## config.mk

```make
export PLATFORM = sky130hd
export DESIGN_NAME = mem_arbiter_flat
export DESIGN_NICKNAME = d
export VERILOG_FILES = /design/src/rtl/mem_arbiter_if.sv /design/src/rtl/mem_arbiter.sv /design/src/flat_wrapper.sv
export SDC_FILE = /design/constraint.sdc
export NUM_CORES = 1
export LEC_CHECK = 0
export BUFFER_PORTS_ARGS = -buffer_cell sky130_fd_sc_hd__clkbuf_2
export CAP_MARGIN = 20
export CORE_AREA = 2 2 159 161
export CTS_CLUSTER_DIAMETER = 100
export DETAILED_ROUTE_END_ITERATION = 8
export DIE_AREA = 0 0 161 163
export PLACE_DENSITY = 0.72
export SLEW_MARGIN = 20
export SYNTH_ARGS = -nofsm -noshare
export SYNTH_HDL_FRONTEND = slang
export SYNTH_SLANG_ARGS = --single-unit
```

## constraint.sdc

```tcl
create_clock -name CLK -period 2 [get_ports CLK]
set_clock_uncertainty 0.2 [all_clocks]
set_input_delay 0.3 -clock CLK [delete_from_list [all_inputs] [get_ports CLK]]
set_output_delay 0.3 -clock CLK [all_outputs]
set_load 0.01 [all_outputs]
```

## src/rtl/mem_arbiter_if.sv

```systemverilog
// Bundle of core-side request/response channels and the single memory port
// shared by the arbiter. The arbiter takes the slave view; the core and the
// memory model together take the master view.
interface mem_arbiter_if #(
  parameter int ADDR_W = 32,
  parameter int DATA_W = 32
);
  // Instruction read channel
  logic                  INST_RDEN;
  logic [ADDR_W-1:0]     INST_RIADDR;
  logic [ADDR_W-1:0]     INST_ROADDR;
  logic                  INST_RVALID;
  logic [DATA_W-1:0]     INST_RDATA;
  // Data read channel
  logic                  DATA_RDEN;
  logic [ADDR_W-1:0]     DATA_RIADDR;
  logic [ADDR_W-1:0]     DATA_ROADDR;
  logic                  DATA_RVALID;
  logic [DATA_W-1:0]     DATA_RDATA;
  // Data write channel
  logic                  DATA_WREN;
  logic [DATA_W/8-1:0]   DATA_WSTRB;
  logic [ADDR_W-1:0]     DATA_WADDR;
  logic [DATA_W-1:0]     DATA_WDATA;
  // Core stall
  logic                  ARB_WAIT;
  // Shared memory port
  logic                  MEM_RDEN;
  logic [ADDR_W-1:0]     MEM_RADDR;
  logic                  MEM_RVALID;
  logic [DATA_W-1:0]     MEM_RDATA;
  logic                  MEM_WREN;
  logic [DATA_W/8-1:0]   MEM_WSTRB;
  logic [ADDR_W-1:0]     MEM_WADDR;
  logic [DATA_W-1:0]     MEM_WDATA;
  logic                  MEM_WAIT;

  modport slave (
    input  INST_RDEN, INST_RIADDR,
    output INST_ROADDR, INST_RVALID, INST_RDATA,
    input  DATA_RDEN, DATA_RIADDR,
    output DATA_ROADDR, DATA_RVALID, DATA_RDATA,
    input  DATA_WREN, DATA_WSTRB, DATA_WADDR, DATA_WDATA,
    output ARB_WAIT,
    output MEM_RDEN, MEM_RADDR,
    input  MEM_RVALID, MEM_RDATA,
    output MEM_WREN, MEM_WSTRB, MEM_WADDR, MEM_WDATA,
    input  MEM_WAIT
  );

  modport master (
    output INST_RDEN, INST_RIADDR,
    input  INST_ROADDR, INST_RVALID, INST_RDATA,
    output DATA_RDEN, DATA_RIADDR,
    input  DATA_ROADDR, DATA_RVALID, DATA_RDATA,
    output DATA_WREN, DATA_WSTRB, DATA_WADDR, DATA_WDATA,
    input  ARB_WAIT,
    input  MEM_RDEN, MEM_RADDR,
    output MEM_RVALID, MEM_RDATA,
    input  MEM_WREN, MEM_WSTRB, MEM_WADDR, MEM_WDATA,
    output MEM_WAIT
  );
endinterface

```

## src/rtl/mem_arbiter.sv

```systemverilog
// Shares one memory port between instruction-read, data-read and data-write
// channels. Requests are latched into per-channel slots while the core is not
// stalled, then served one at a time with priority write > data read > inst
// read. Only one memory transaction is ever in flight.
module mem_arbiter #(
  parameter int ADDR_W = 32,
  parameter int DATA_W = 32
) (
  input  logic          CLK,
  input  logic          RST,
  mem_arbiter_if.slave  bus
);
  localparam int STRB_W = DATA_W / 8;

  typedef enum logic [2:0] {
    ST_IDLE,
    ST_ISSUE_W,
    ST_ISSUE_DR,
    ST_ISSUE_IR,
    ST_WAIT_DR,
    ST_WAIT_IR
  } state_e;

  state_e              state_q, state_d;
  // Pending slots
  logic                ir_vld_q, ir_vld_d;
  logic [ADDR_W-1:0]   ir_addr_q, ir_addr_d;
  logic                dr_vld_q, dr_vld_d;
  logic [ADDR_W-1:0]   dr_addr_q, dr_addr_d;
  logic                w_vld_q, w_vld_d;
  logic [ADDR_W-1:0]   w_addr_q, w_addr_d;
  logic [DATA_W-1:0]   w_data_q, w_data_d;
  logic [STRB_W-1:0]   w_strb_q, w_strb_d;
  // Registered response channels
  logic                inst_rvalid_q, inst_rvalid_d;
  logic [ADDR_W-1:0]   inst_roaddr_q, inst_roaddr_d;
  logic [DATA_W-1:0]   inst_rdata_q, inst_rdata_d;
  logic                data_rvalid_q, data_rvalid_d;
  logic [ADDR_W-1:0]   data_roaddr_q, data_roaddr_d;
  logic [DATA_W-1:0]   data_rdata_q, data_rdata_d;

  logic                arb_wait;
  logic                capture;

  // Stall while anything is pending or in flight; MEM_WAIT also blocks capture
  // so a request is never latched on a cycle the memory is refusing issues.
  assign arb_wait = ir_vld_q | dr_vld_q | w_vld_q | (state_q != ST_IDLE) | bus.MEM_WAIT;
  assign capture  = ~arb_wait;

  // Next-state: slot capture, priority selection and transaction sequencing.
  always_comb begin
    // NOTE: every signal gets a default here so no path through the case
    // leaves one unassigned, which would otherwise infer a latch.
    state_d       = state_q;
    ir_vld_d      = ir_vld_q;
    ir_addr_d     = ir_addr_q;
    dr_vld_d      = dr_vld_q;
    dr_addr_d     = dr_addr_q;
    w_vld_d       = w_vld_q;
    w_addr_d      = w_addr_q;
    w_data_d      = w_data_q;
    w_strb_d      = w_strb_q;
    inst_rvalid_d = 1'b0;
    inst_roaddr_d = inst_roaddr_q;
    inst_rdata_d  = inst_rdata_q;
    data_rvalid_d = 1'b0;
    data_roaddr_d = data_roaddr_q;
    data_rdata_d  = data_rdata_q;

    if (capture) begin
      if (bus.INST_RDEN) begin
        ir_vld_d  = 1'b1;
        ir_addr_d = bus.INST_RIADDR;
      end
      if (bus.DATA_RDEN) begin
        dr_vld_d  = 1'b1;
        dr_addr_d = bus.DATA_RIADDR;
      end
      if (bus.DATA_WREN) begin
        w_vld_d  = 1'b1;
        w_addr_d = bus.DATA_WADDR;
        w_data_d = bus.DATA_WDATA;
        w_strb_d = bus.DATA_WSTRB;
      end
    end

    case (state_q)
      // Selection sees slots being captured on this same edge, so a fresh
      // request is issued in the very next cycle.
      ST_IDLE: begin
        if (w_vld_d)       state_d = ST_ISSUE_W;
        else if (dr_vld_d) state_d = ST_ISSUE_DR;
        else if (ir_vld_d) state_d = ST_ISSUE_IR;
      end
      ST_ISSUE_W: begin
        if (!bus.MEM_WAIT) begin
          w_vld_d = 1'b0;
          state_d = ST_IDLE;
        end
      end
      ST_ISSUE_DR: if (!bus.MEM_WAIT) state_d = ST_WAIT_DR;
      ST_ISSUE_IR: if (!bus.MEM_WAIT) state_d = ST_WAIT_IR;
      ST_WAIT_DR: begin
        if (bus.MEM_RVALID) begin
          data_rvalid_d = 1'b1;
          data_rdata_d  = bus.MEM_RDATA;
          data_roaddr_d = dr_addr_q;
          dr_vld_d      = 1'b0;
          state_d       = ST_IDLE;
        end
      end
      ST_WAIT_IR: begin
        if (bus.MEM_RVALID) begin
          inst_rvalid_d = 1'b1;
          inst_rdata_d  = bus.MEM_RDATA;
          inst_roaddr_d = ir_addr_q;
          ir_vld_d      = 1'b0;
          state_d       = ST_IDLE;
        end
      end
      default: state_d = ST_IDLE;
    endcase
  end

  // State and slot registers with synchronous reset.
  always_ff @(posedge CLK) begin
    // NOTE: non-blocking assignments so every flop samples the pre-edge
    // value of the others, independent of statement order.
    if (RST) begin
      state_q       <= ST_IDLE;
      ir_vld_q      <= 1'b0;
      ir_addr_q     <= '0;
      dr_vld_q      <= 1'b0;
      dr_addr_q     <= '0;
      w_vld_q       <= 1'b0;
      w_addr_q      <= '0;
      w_data_q      <= '0;
      w_strb_q      <= '0;
      inst_rvalid_q <= 1'b0;
      inst_roaddr_q <= '0;
      inst_rdata_q  <= '0;
      data_rvalid_q <= 1'b0;
      data_roaddr_q <= '0;
      data_rdata_q  <= '0;
    end else begin
      state_q       <= state_d;
      ir_vld_q      <= ir_vld_d;
      ir_addr_q     <= ir_addr_d;
      dr_vld_q      <= dr_vld_d;
      dr_addr_q     <= dr_addr_d;
      w_vld_q       <= w_vld_d;
      w_addr_q      <= w_addr_d;
      w_data_q      <= w_data_d;
      w_strb_q      <= w_strb_d;
      inst_rvalid_q <= inst_rvalid_d;
      inst_roaddr_q <= inst_roaddr_d;
      inst_rdata_q  <= inst_rdata_d;
      data_rvalid_q <= data_rvalid_d;
      data_roaddr_q <= data_roaddr_d;
      data_rdata_q  <= data_rdata_d;
    end
  end

  // Memory port is decoded from state; fields are zero outside ISSUE states.
  assign bus.MEM_WREN  = (state_q == ST_ISSUE_W);
  assign bus.MEM_WADDR = (state_q == ST_ISSUE_W) ? w_addr_q : '0;
  assign bus.MEM_WDATA = (state_q == ST_ISSUE_W) ? w_data_q : '0;
  assign bus.MEM_WSTRB = (state_q == ST_ISSUE_W) ? w_strb_q : '0;
  assign bus.MEM_RDEN  = (state_q == ST_ISSUE_DR) || (state_q == ST_ISSUE_IR);
  assign bus.MEM_RADDR = (state_q == ST_ISSUE_DR) ? dr_addr_q :
                         (state_q == ST_ISSUE_IR) ? ir_addr_q : '0;

  assign bus.ARB_WAIT    = arb_wait;
  assign bus.INST_RVALID = inst_rvalid_q;
  assign bus.INST_ROADDR = inst_roaddr_q;
  assign bus.INST_RDATA  = inst_rdata_q;
  assign bus.DATA_RVALID = data_rvalid_q;
  assign bus.DATA_ROADDR = data_roaddr_q;
  assign bus.DATA_RDATA  = data_rdata_q;
endmodule

```

## src/flat_wrapper.sv

```systemverilog
// flat-port wrapper written by rule: the top's interface ports become plain ports
module mem_arbiter_flat 
#(
  parameter int ADDR_W = 32,
  parameter int DATA_W = 32
)
  (CLK, RST, bus_INST_RDEN, bus_INST_RIADDR, bus_INST_ROADDR, bus_INST_RVALID, bus_INST_RDATA, bus_DATA_RDEN, bus_DATA_RIADDR, bus_DATA_ROADDR, bus_DATA_RVALID, bus_DATA_RDATA, bus_DATA_WREN, bus_DATA_WSTRB, bus_DATA_WADDR, bus_DATA_WDATA, bus_ARB_WAIT, bus_MEM_RDEN, bus_MEM_RADDR, bus_MEM_RVALID, bus_MEM_RDATA, bus_MEM_WREN, bus_MEM_WSTRB, bus_MEM_WADDR, bus_MEM_WDATA, bus_MEM_WAIT);
  mem_arbiter_if #(.ADDR_W(ADDR_W), .DATA_W(DATA_W)) bus_i ();
  input  logic CLK;
  input  logic RST;
  input wire logic [$bits(bus_i.INST_RDEN)-1:0] bus_INST_RDEN;
  input wire logic [$bits(bus_i.INST_RIADDR)-1:0] bus_INST_RIADDR;
  output wire logic [$bits(bus_i.INST_ROADDR)-1:0] bus_INST_ROADDR;
  output wire logic [$bits(bus_i.INST_RVALID)-1:0] bus_INST_RVALID;
  output wire logic [$bits(bus_i.INST_RDATA)-1:0] bus_INST_RDATA;
  input wire logic [$bits(bus_i.DATA_RDEN)-1:0] bus_DATA_RDEN;
  input wire logic [$bits(bus_i.DATA_RIADDR)-1:0] bus_DATA_RIADDR;
  output wire logic [$bits(bus_i.DATA_ROADDR)-1:0] bus_DATA_ROADDR;
  output wire logic [$bits(bus_i.DATA_RVALID)-1:0] bus_DATA_RVALID;
  output wire logic [$bits(bus_i.DATA_RDATA)-1:0] bus_DATA_RDATA;
  input wire logic [$bits(bus_i.DATA_WREN)-1:0] bus_DATA_WREN;
  input wire logic [$bits(bus_i.DATA_WSTRB)-1:0] bus_DATA_WSTRB;
  input wire logic [$bits(bus_i.DATA_WADDR)-1:0] bus_DATA_WADDR;
  input wire logic [$bits(bus_i.DATA_WDATA)-1:0] bus_DATA_WDATA;
  output wire logic [$bits(bus_i.ARB_WAIT)-1:0] bus_ARB_WAIT;
  output wire logic [$bits(bus_i.MEM_RDEN)-1:0] bus_MEM_RDEN;
  output wire logic [$bits(bus_i.MEM_RADDR)-1:0] bus_MEM_RADDR;
  input wire logic [$bits(bus_i.MEM_RVALID)-1:0] bus_MEM_RVALID;
  input wire logic [$bits(bus_i.MEM_RDATA)-1:0] bus_MEM_RDATA;
  output wire logic [$bits(bus_i.MEM_WREN)-1:0] bus_MEM_WREN;
  output wire logic [$bits(bus_i.MEM_WSTRB)-1:0] bus_MEM_WSTRB;
  output wire logic [$bits(bus_i.MEM_WADDR)-1:0] bus_MEM_WADDR;
  output wire logic [$bits(bus_i.MEM_WDATA)-1:0] bus_MEM_WDATA;
  input wire logic [$bits(bus_i.MEM_WAIT)-1:0] bus_MEM_WAIT;
  assign bus_i.INST_RDEN = bus_INST_RDEN;
  assign bus_i.INST_RIADDR = bus_INST_RIADDR;
  assign bus_INST_ROADDR = bus_i.INST_ROADDR;
  assign bus_INST_RVALID = bus_i.INST_RVALID;
  assign bus_INST_RDATA = bus_i.INST_RDATA;
  assign bus_i.DATA_RDEN = bus_DATA_RDEN;
  assign bus_i.DATA_RIADDR = bus_DATA_RIADDR;
  assign bus_DATA_ROADDR = bus_i.DATA_ROADDR;
  assign bus_DATA_RVALID = bus_i.DATA_RVALID;
  assign bus_DATA_RDATA = bus_i.DATA_RDATA;
  assign bus_i.DATA_WREN = bus_DATA_WREN;
  assign bus_i.DATA_WSTRB = bus_DATA_WSTRB;
  assign bus_i.DATA_WADDR = bus_DATA_WADDR;
  assign bus_i.DATA_WDATA = bus_DATA_WDATA;
  assign bus_ARB_WAIT = bus_i.ARB_WAIT;
  assign bus_MEM_RDEN = bus_i.MEM_RDEN;
  assign bus_MEM_RADDR = bus_i.MEM_RADDR;
  assign bus_i.MEM_RVALID = bus_MEM_RVALID;
  assign bus_i.MEM_RDATA = bus_MEM_RDATA;
  assign bus_MEM_WREN = bus_i.MEM_WREN;
  assign bus_MEM_WSTRB = bus_i.MEM_WSTRB;
  assign bus_MEM_WADDR = bus_i.MEM_WADDR;
  assign bus_MEM_WDATA = bus_i.MEM_WDATA;
  assign bus_i.MEM_WAIT = bus_MEM_WAIT;
  mem_arbiter #(.ADDR_W(ADDR_W), .DATA_W(DATA_W)) u_core (.CLK(CLK), .RST(RST), .bus(bus_i));
endmodule
```

==> run summary <==
The critical path goes through buf_6 > nor3b_4 > buf_12 > clkbuf_16 > and2_1 > buf_2. The sequential share of the synthesized area is approximately half. The worst-case register-to-register setup slack is -0.28 ns. Once the floorplan was initialized, standard cells occupied between 40% and 50% of the core. The minimum period implied by the final worst setup slack came out at ~2.4 ns. The flow ran to the end, but the final reports show violations. The count of nets left with antenna violations after detail routing is 0. The met1 layer wirelength in the final routing is around 17 mm.

The aggregate global-route resource usage came out at between 20% and 30%. The global route total overflow is 0. The synthesis-to-finish area growth is 65.4%. The sum of buffers and inverters on the critical path is 4. The flop and latch count out of synthesis is 268.

The count of buffers added on input and output ports is 403. The number of H-tree levels came out at 1. The final setup violation count came out at 235. The leakage power of the design is about 7 nW. Of the total power, the share spent switching nets is between 30% and 40%. The endpoint identified for the worst register-to-register timing path is u_core.w_addr_q[18]. The number of synthesis warnings is 0. Counting distinct cell types in the post-synthesis netlist gives 40. Entering global routing, the biggest net connects 70 pins. The number of nets in the finished design came out at around 2000.

The total design power came out at 18.1 mW. Across the run, the number of max-cap violations was 0. The clock transition at the registers of the reported paths is 0.06 ns. The critical path's largest stage delay came out at about 0.33 ns. The proportion of power drawn by combinational gates came out at 40.5%. The net switching power came out at around 6.4 mW.

The number of enable-type register cells in the synthesized netlist came out at 0. After the first detailed-routing iteration, the DRC count stood at between 1500 and 2000. The total number of cells along the worst setup path is 6. The sequential fraction of design power came out at 33.6%. The number of global-route vias before repair came to roughly 11000. The die covers 26200 um2.

The worst slew margin relative to its limit came out at roughly 69%. The weighted congestion reported at the end of routability-driven placement came out at roughly 0.86. The clock network power share came out at 25.9%. Wires add up to about 46 mm. Setup repair after global routing could not meet its margin everywhere. The detailed-route DRC error count came out at 0. The initial antenna violation count came out at 0. The first detailed-routing pass took 5 iterations. The worst setup path is launched from a register. The number of clock sinks came out at between 200 and 300. Synthesis produced a netlist whose cell count is roughly 1200.

The diode insertion count for antenna repair is 0. The actual slew at the worst max-slew pin came out at between 0.4 and 0.5 ns. The total CTS buffers came out at 27. The final hold violation count was 0. The proportion of layout cells with a drive suffix above 1 came out at 36.0%. The final reports fail on negative setup slack. The site row count came out at 58. Setup slack on the critical path of the routed design comes to -0.355 ns. The deepest clock path buffer count is 3. Dividing the detail-routed wire length by the instance count gives between 20 and 25 um. The worst register-to-register path begins at u_core.state_q[2].

The post-synth design cell area came out at between 10000 and 15000 um2. The highest ir drop seen on vdd came out at 0.695 mV. TritonCTS built the clock tree. The most used flip-flop cell after synthesis is dfxtp_1. The end of the critical path is bus_MEM_WADDR[22]. Broken down by cell family, the worst path's largest delay share belongs to buffers and inverters.

The tightest hold margin is between 0.05 and 0.06 ns. The detailed-route via count came out at roughly 12000. Synthesis produced a netlist with a net count of ~1400. Averaged over all synthesized cells, the footprint is ~8.6 um2. The global-route wire length before repair is about 60 mm.

The region available for standard cell placement spans between 20000 and 25000 um2. The total half-perimeter wirelength after legalization and detailed placement came out at around 22 mm. The met3 routed wirelength is between 4 and 5 mm. STA puts the critical path data required time at about 1.5 ns. The critical path is of the reg2out type.

The final critical-path share of the clock period came out at 118%. The I/O pin total came out at 404. The floorplan step set the die height to 163 um. The depth of the worst register-to-register path came out at 7. The worst-path maximum fanout is 17. The top metal layer carrying routed signals is met4. The cell internal power dissipation came out at between 10 and 15 mW. The share of async-settable or async-resettable flops after synthesis is 0%. The die extent in x is 161 um. The min-delay analysis places its worst path in the category in2reg. In this run the clock root is driven by a clkbuf_16.

The final count of pins violating max slew is 0. Power spread over the standard cell area amounts to 1040 nW/um2. Cells fill a little over two thirds of the core in the end. The insertion delay of the later-clocked pin in the worst-skew pair came out at around 0.52 ns. The worst path arrival time came out at 1.86 ns. In this run the worst setup path begins at u_core.state_q[2]. The worst setup path is captured at an output pin. The cell at the slowest stage of the critical path is dfxtp_2. Based on the critical path, the design can be clocked at up to between 0.4 and 0.5 GHz.

The amount of wire on met2 after detailed routing is around 22 mm. Dividing the detail-routed via count by the number of cells gives 5.86.
[registers in the layout, summed over array words and instances, names as in the netlist, 3 cells and up]
register	flops
u_core.bus.DATA_RDATA	32
u_core.bus.DATA_ROADDR	32
u_core.bus.INST_RDATA	32
u_core.bus.INST_ROADDR	32
u_core.dr_addr_q	32
u_core.ir_addr_q	32
u_core.w_addr_q	32
u_core.w_data_q	32
u_core.w_strb_q	4
u_core.state_q	3
[what timing repair did]
item | 4_1_cts | 5_1_grt
buffers inserted | 8 | 8
hold endpoints to repair | 204 | 0
hold buffers | 167 | 0
endpoints found under the setup margin | 103 | 233
resized for setup | 58 | 349
pin swaps | 7 | 57
gates cloned | 7 | 17
[metal layers]
layer | vias up | global-route usage (%)
met4 | 0 | 15.6
met2 | 922 | 47.2
met5 | - | 0
li1 | 5400 | -
met3 | 244 | 4.53
met1 | 5840 | 34.9
[worst min-delay path by stage]
stage / startpoint / endpoint / slack [ns] / cells after the start
global placement: u_core.bus.DATA_RDATA[2] / u_core.bus.DATA_RDATA[2] / 0.24 / 2
CTS: bus_INST_RDEN / u_core.ir_vld_q / 0.009 / 4
finish: bus_INST_RDEN / u_core.ir_vld_q / 0.05 / 4
floorplan: bus_MEM_RDATA[27] / u_core.bus.INST_RDATA[27] / 0.23 / 1
global route: bus_INST_RDEN / u_core.ir_vld_q / 0.06 / 4
detailed placement: u_core.bus.DATA_RDATA[14] / u_core.bus.DATA_RDATA[14] / 0.25 / 2
[cell usage after synthesis (all sizes together), types with 3 or more instances]
| cell type | instances | share of area, % |
|---|---|---|
| clkbuf | 76 | 2.7 |
| or4b | 3 | 0.32 |
| buf | 50 | 2.6 |
| mux2i | 32 | 3.0 |
| nor2 | 37 | 1.3 |
| a21oi | 198 | 9.4 |
| dfxtp | 268 | 51 |
| nor3 | 4 | 0.19 |
| nand2 | 129 | 4.6 |
| a22o | 64 | 5.3 |
| o21ai | 133 | 6.3 |
| and2 | 69 | 4.1 |
| nand3 | 133 | 6.3 |
| nor2b | 3 | 0.18 |
| nor4b | 3 | 0.43 |
[power groups by stage]
stage               registers [mW]  logic (mW)  clock network [mW]
detailed placement            6.07        3.95                   0
finish                        6.06        7.32                4.68
floorplan                     5.98        2.48                   0
global route                  6.08        7.55                4.94
CTS                           5.96        5.08                4.73
global placement              6.06        3.90                   0
[logic make-up (layout without fill, tap and decap cells)]
| kind of cell | count (synthesis) | count (layout) | share of synthesized area (%) |
|---|---|---|---|
| AO/OA/AOI/OAI | 403 | 403 | 21.7 |
| AND/OR/NAND/NOR | 394 | 394 | 18.8 |
| flip-flops | 268 | 268 | 51.0 |
| buffers and inverters | 128 | 691 | 5.38 |
| multiplexers | 32 | 32 | 3.05 |
[cells in the final DEF (no fill, tap or decap), drive strengths merged, types with 4 or more instances in the layout]
master	count
clkbuf	353
dfxtp	268
a21oi	198
dlygate4sd3	167
buf	165
nand3	133
o21ai	133
nand2	129
and2	69
a22o	64
nor2	37
mux2i	32
nor3	4
[layout make-up]
class / count / area, um2
multi-input cells: 829 / 5350
inverters: 2 / 10.0
well taps: 330 / 413
flip-flops and latches: 268 / 5370
clock inverters: 4 / 23.8
fillers: 1671 / 7280
repair buffers: 646 / 5470
clock buffers: 39 / 761
[tightest hold or removal path, delay by kind of cell]
| kind | cells | cell delay, ns |
|---|---|---|
| compound gates | 1 | 0.08 |
| buf+inv | 2 | 0.27 |
| simple gates | 1 | 0.07 |
[stage by stage]
stage,instance area [um2],setup WS (ns),TNS (ns),cells
after detailed placement,13000,0.107,0,1869
after global placement,13000,0.118,0,1869
after global routing,17400,-0.416,-59.46,2118
after floorplan,10500,0.0404,0,1225
final,17400,-0.355,-42.53,2118
after CTS,15900,-0.341,-30.86,2094
(Power assumes the default switching activity.)
